File: src/rtl/fm_window_reader.sv
// fm_window_reader: parallel read-address generator for an N-bank line buffer feeding a KxK window.
// Each bank keeps a running slot base so the per-beat address is a single add.
module fm_window_reader #(
    parameter int NUM_BANKS  = 3,
    parameter int ADDR_W     = 11,
    parameter int DIM_W      = 9,
    parameter int SLOTS      = 1,
    parameter int RD_LATENCY = 1
) (
    input  logic                         clk,
    input  logic                         rst_n,
    input  logic                         start,
    input  logic                         abort,
    input  logic [DIM_W-1:0]             fm_width,
    input  logic [DIM_W-1:0]             fm_height,
    input  logic                         rd_ready,
    output logic [NUM_BANKS-1:0]         ram_ren,
    output logic [NUM_BANKS*ADDR_W-1:0]  ram_addr,
    output logic                         win_valid,
    output logic [$clog2(NUM_BANKS)-1:0] win_rot,
    output logic [DIM_W-1:0]             win_col,
    output logic                         win_last,
    output logic                         busy,
    output logic                         done,
    output logic                         cfg_err
);
    localparam int RW = $clog2(NUM_BANKS);
    localparam int L  = RD_LATENCY;

    typedef enum logic [1:0] {IDLE, CHECK, RUN, DRAIN} state_t;

    state_t                      state_q, state_d;
    logic [DIM_W-1:0]            w_q, w_d, h_q, h_d, x_q, x_d, y_q, y_d;
    logic [RW-1:0]               rot_q, rot_d;
    logic [31:0]                 lim_q, lim_d;
    logic [ADDR_W-1:0]           base_q [NUM_BANKS];
    logic [ADDR_W-1:0]           base_d [NUM_BANKS];
    logic                        ren_q, ren_d;
    logic [NUM_BANKS*ADDR_W-1:0] addr_q, addr_d;
    logic [RW-1:0]               m_rot_q, m_rot_d;
    logic [DIM_W-1:0]            m_col_q, m_col_d;
    logic                        m_last_q, m_last_d;
    logic [L-1:0]                pv_q, pv_d, pl_q, pl_d;
    logic [RW-1:0]               pr_q [L];
    logic [RW-1:0]               pr_d [L];
    logic [DIM_W-1:0]            pc_q [L];
    logic [DIM_W-1:0]            pc_d [L];
    logic                        done_q, done_d, err_q, err_d;
    logic                        fire, x_end, y_end;
    logic [ADDR_W:0]             nb;
    logic [31:0]                 lim_full;

    always_comb begin
        x_end    = x_q == w_q - DIM_W'(1);
        y_end    = y_q == h_q - DIM_W'(NUM_BANKS);
        fire     = state_q == RUN && rd_ready && !abort;
        nb       = {1'b0, base_q[rot_q]} + (ADDR_W+1)'(w_q);
        lim_full = 32'(SLOTS) * 32'(w_q);
        state_d  = state_q;
        w_d      = w_q;
        h_d      = h_q;
        x_d      = x_q;
        y_d      = y_q;
        rot_d    = rot_q;
        lim_d    = lim_q;
        base_d   = base_q;
        err_d    = err_q;
        done_d   = 1'b0;
        ren_d    = fire;
        m_rot_d  = fire ? rot_q : '0;
        m_col_d  = fire ? x_q : '0;
        m_last_d = fire && x_end && y_end;
        addr_d   = addr_q;
        for (int b = 0; b < NUM_BANKS; b++)
            if (fire) addr_d[b*ADDR_W +: ADDR_W] = base_q[b] + ADDR_W'(x_q);
        // RAM returns data L cycles after ren; sideband rides a matching shift chain
        pv_d     = L'({pv_q, ren_q});
        pl_d     = L'({pl_q, m_last_q});
        pr_d[0]  = m_rot_q;
        pc_d[0]  = m_col_q;
        for (int i = 1; i < L; i++) begin
            pr_d[i] = pr_q[i-1];
            pc_d[i] = pc_q[i-1];
        end
        if (abort) begin
            state_d = IDLE;
            pv_d    = '0;
            pl_d    = '0;
        end else begin
            case (state_q)
                IDLE: if (start) begin
                    w_d     = fm_width;
                    h_d     = fm_height;
                    err_d   = 1'b0;
                    state_d = CHECK;
                end
                CHECK: if (w_q == '0 || h_q < DIM_W'(NUM_BANKS) || lim_full > (32'd1 << ADDR_W)) begin
                    err_d   = 1'b1;
                    done_d  = 1'b1;
                    state_d = IDLE;
                end else begin
                    x_d     = '0;
                    y_d     = '0;
                    rot_d   = '0;
                    lim_d   = lim_full;
                    for (int b = 0; b < NUM_BANKS; b++) base_d[b] = '0;
                    state_d = RUN;
                end
                RUN: if (fire) begin
                    x_d = x_end ? '0 : x_q + DIM_W'(1);
                    if (x_end && y_end) state_d = DRAIN;
                    else if (x_end) begin
                        // the bank holding the departing top row takes the next incoming row
                        y_d           = y_q + DIM_W'(1);
                        rot_d         = rot_q == RW'(NUM_BANKS - 1) ? '0 : rot_q + RW'(1);
                        base_d[rot_q] = 32'(nb) >= lim_q ? '0 : nb[ADDR_W-1:0];
                    end
                end
                DRAIN: if (pv_d == '0) begin
                    done_d  = 1'b1;
                    state_d = IDLE;
                end
                default: state_d = IDLE;
            endcase
        end
    end

    always_ff @(posedge clk or negedge rst_n) begin
        if (!rst_n) begin
            state_q  <= IDLE;
            w_q      <= '0;
            h_q      <= '0;
            x_q      <= '0;
            y_q      <= '0;
            rot_q    <= '0;
            lim_q    <= '0;
            ren_q    <= 1'b0;
            addr_q   <= '0;
            m_rot_q  <= '0;
            m_col_q  <= '0;
            m_last_q <= 1'b0;
            pv_q     <= '0;
            pl_q     <= '0;
            done_q   <= 1'b0;
            err_q    <= 1'b0;
            for (int b = 0; b < NUM_BANKS; b++) base_q[b] <= '0;
            for (int i = 0; i < L; i++) begin
                pr_q[i] <= '0;
                pc_q[i] <= '0;
            end
        end else begin
            state_q  <= state_d;
            w_q      <= w_d;
            h_q      <= h_d;
            x_q      <= x_d;
            y_q      <= y_d;
            rot_q    <= rot_d;
            lim_q    <= lim_d;
            ren_q    <= ren_d;
            addr_q   <= addr_d;
            m_rot_q  <= m_rot_d;
            m_col_q  <= m_col_d;
            m_last_q <= m_last_d;
            pv_q     <= pv_d;
            pl_q     <= pl_d;
            done_q   <= done_d;
            err_q    <= err_d;
            base_q   <= base_d;
            pr_q     <= pr_d;
            pc_q     <= pc_d;
        end
    end

    assign ram_ren   = {NUM_BANKS{ren_q}};
    assign ram_addr  = addr_q;
    assign win_valid = pv_q[L-1];
    assign win_rot   = pr_q[L-1];
    assign win_col   = pc_q[L-1];
    assign win_last  = pl_q[L-1];
    assign busy      = state_q != IDLE || ren_q || (|pv_q);
    assign done      = done_q;
    assign cfg_err   = err_q;
endmodule

File: config.mk
export PLATFORM = sky130hd
export DESIGN_NAME = fm_window_reader
export DESIGN_NICKNAME = d
export VERILOG_FILES = /design/src/rtl/fm_window_reader.sv
export SDC_FILE = /design/constraint.sdc
export NUM_CORES = 1
export LEC_CHECK = 0
export ABC_AREA = 1
export CAP_MARGIN = 20
export CORE_MARGIN = 5
export CORE_UTILIZATION = 30
export DETAILED_ROUTE_END_ITERATION = 7
export GPL_TIMING_DRIVEN = 0
export PLACE_DENSITY_LB_ADDON = 0.1
export SETUP_SLACK_MARGIN = 0.02
export SYNTH_ARGS = -nofsm -noshare
export SYNTH_HDL_FRONTEND = slang
export SYNTH_SLANG_ARGS = --single-unit
File: constraint.sdc
create_clock -name clk -period 7.2 [get_ports clk]
set_clock_uncertainty 0.15 [all_clocks]
set_input_delay 2.16 -clock clk [delete_from_list [all_inputs] [get_ports clk]]
set_output_delay 2.16 -clock clk [all_outputs]
set_load 0.1 [all_outputs]
==> results.md <==
* Post-placement cell count at 1532
* Synth Instances at 1080
* Initial antenna violation count at 0
* Non-Filler Instances at 1564
* Fill cells at 2927
* Worst VDD drop at 0.136 mV
* Setup TNS at 0 ns
* Most Crowded Layer GR: met1
* Slew headroom at 0.346
* CP arrival at 4.77 ns
* Detailed Routing Iterations Pass 1 at 5
* CTS Hold Bufs at 0
* Fraction of layout cells with a size suffix above 1 at 0.0607
* Met2 Use GR at 0.231
* Met1 global-route usage at 0.235
* # setup viols final at 0
* Synth Area in Simple Gates at 0.274
* Clock latency on the worst-skew pair at 0.43 ns
* First-pass GRT wire length at 38.3 mm
* CTS buffer count at 17
* Area of the multi-input gates at 4230 um^2
* # Max-Cap Violations at 0
* Post-synth top area share at 0.426
* Post-DP HPWL at 18.1 mm
* Die X at 177 um
* Ant diodes at 0
* Post-CTS Resized at 0
* Synth cell types at 43
* Crit Path Class: reg2reg
* Compound-Gate Fraction of Synth Area at 0.0954
* Ys Warns at 0
* RSZ-0062 raised after global routing: false
* Worst EP required at 7.41 ns
* Mapped cell area at 8390 um^2
* Routability congestion estimate at 0.853
* CTS clk-pin slew, worst paths at 0.06 ns
* Tot GR Track Use at 0.156
* First-iteration detailed-routing DRC count at 486
* Top-count cell post-synth: nand2_1
* WL/cell at 15.2 um
* Sequential cell area at 3580 um^2
* Synth area leader: dfrtp_1
* Outcome: finished clean
* Core area at 27700 um^2
* Seq/Total Area, Yosys at 0.426
* Adder-cell share of the synthesized area at 0.0841
* Final worst path period share at 0.633
* Leak at 5.00 nW
* H-tree levels at 4
* Post-synthesis mux area share at 0
* Post-Route WL at 23.8 mm
* Avg Inst Size Synth at 7.77 um^2
* Fin nets at 1250
* Post-Syn Nets at 1157
* Pwr Density at 392 nW/um^2
* Clock root cell: clkbuf_16
* Commonest cells post-synth: 351 x nand2_1, 143 x dfrtp_1, 114 x inv_1, 88 x nor2_1, 74 x o21ai_0
* Flop and latch count out of synthesis at 143
* Number of global-route vias before repair at 6879
* Top_reg_cell synth: dfrtp_1
* Fmax at 220 MHz
* PortBufs at 73
* Synthesis-to-finish area growth at 21.5%
* XOR/XNOR share of the synthesized area at 0.0511
* M3 GR Usage at 0.0246
* Worst-margin pin slew at 0.978 ns
* Startpoint Class: flip-flop
* Largest net degree at the start of global routing at 88
* Min-delay worst type: reg2reg
* CP Capture Type: flip-flop
* Grt ovf at 0
* Max clock buf depth at 2
* Sink Count at 143
* TritonCTS clock tree: done
* Via count at 7075
* Setup bufs post-CTS at 0
* DRT antenna net count at 0
* EDFF count, synth at 0
* Io pins at 75
* Area contributors post-synth: dfrtp_1 43%, nand2_1 16%, ha_1 7.5%, inv_1 5.1%, o21ai_0 4.4%
* Power Total at 4.00 mW
* Max Slew Vio Count at 0
* Drt drc at 0
* Avg Vias per Cell at 4.52
* Worst Path Max Fanout at 10
* Ys async rst share at 1.00
* Cell Rows at 61
* Utilization after layout at 0.368
* Die ar. at 31400 um^2
* Starting Density at 0.303
* Die height at 177 um
* Hold Fails Final Rpt at 0
* Main combinational cell family by area after synthesis: simple AND/OR/NAND/NOR gates
* Fin crit period at 4.56 ns
## cells by family (layout without fill, tap and decap cells)
family | after synthesis | in the layout
compound gates | 139 | 139
xor+xnor | 49 | 49
fa+ha+maj | 54 | 54
buf+inv | 145 | 251
flops | 143 | 143
simple gates | 550 | 550
## stage by stage
stage | cell area [um^2] | hold slack, ns | setup slack [ns]
final | 10200 | 0.198 | 2.64
after global routing | 10200 | 0.202 | 2.23
after CTS | 10200 | 0.200 | 2.60
after detailed placement | 9620 | 0.185 | 2.63
after global placement | 9590 | 0.186 | -2.46
after floorplan | 8390 | 0.181 | 3.23
## per-layer routing
metal  wire [um]  vias up
met3         859       23
li1            -     3659
met1       12500     3272
met2       10000      121
met4         384        0
met5           0        -
## critical path, cell delays in order (launching register included)
cell	delay (ns)
dfrtp_1	0.46
nor2_1	0.35
clkbuf_1	0.47
nand2_1	0.10
nand3_1	0.13
ha_1	0.24
inv_1	0.09
fa_1	0.40
inv_1	0.09
nand4_1	0.10
nand3_1	0.14
inv_1	0.07
o21ai_0	0.18
xor2_1	0.24
inv_1	0.08
ha_1	0.27
inv_1	0.05
nor2_1	0.04
nand3_1	0.07
nand2_1	0.20
nor2_1	0.41
nand2_1	0.12
nand2_1	0.07
## sequential cells by signal, indices dropped and copies added (netlist names), 9 cells and up
signal    cells
base_q       33
h_q           9
lim_q         9
m_col_q       9
ram_addr     33
w_q           9
win_col       9
x_q           9
y_q           9
## cell usage in the layout (no fill, tap or decap), drive strengths merged, types with 6 or more instances in the layout
cell type,synthesis,layout
nor3,8,8
buf,11,13
nor2,95,95
xnor2,12,12
clkdlybuf4s50,0,72
dfrtp,143,143
a21o,6,6
ha,50,50
nand2,353,353
nand4,18,18
xor2,37,37
o21ai,79,79
a21oi,32,32
inv,117,123
or2,7,7
clkbuf,17,38
nand3,64,64
## layout make-up
type / count / share of cell area
Timing Repair Buffer: 74 / 0.0745
Clock inverter: 11 / 0.00932
Sequential cell: 143 / 0.351
Inverter: 117 / 0.0431
Multi-Input combinational cell: 792 / 0.415
Tap cell: 378 / 0.0464
Clock buffer: 21 / 0.0471
Buffer: 28 / 0.0137
## final timing paths
check / cells after the start / endpoint / slack [ns] / start
worst max register to register: 22 / base_q[12]$_DFFE_PN0P_ / 2.64 / rot_q[0]$_DFFE_PN0P_
min in group asynchronous: 1 / win_col[6]$_DFF_PN0_ / 1.67 / rst_n
worst max-delay path: 22 / base_q[12]$_DFFE_PN0P_ / 2.64 / rot_q[0]$_DFFE_PN0P_
max in group asynchronous: 2 / base_q[3]$_DFFE_PN0P_ / 4.45 / rst_n
worst min-delay path: 0 / win_col[4]$_DFF_PN0_ / 0.20 / m_col_q[4]$_DFF_PN0_
worst min register to register: 0 / win_col[4]$_DFF_PN0_ / 0.20 / m_col_q[4]$_DFF_PN0_
## where the power goes
part           internal (mW)  switching [mW]
Clock                  0.487           0.386
Combinational          0.559            1.42
Sequential             0.975           0.169
(Power assumes the default switching activity.)
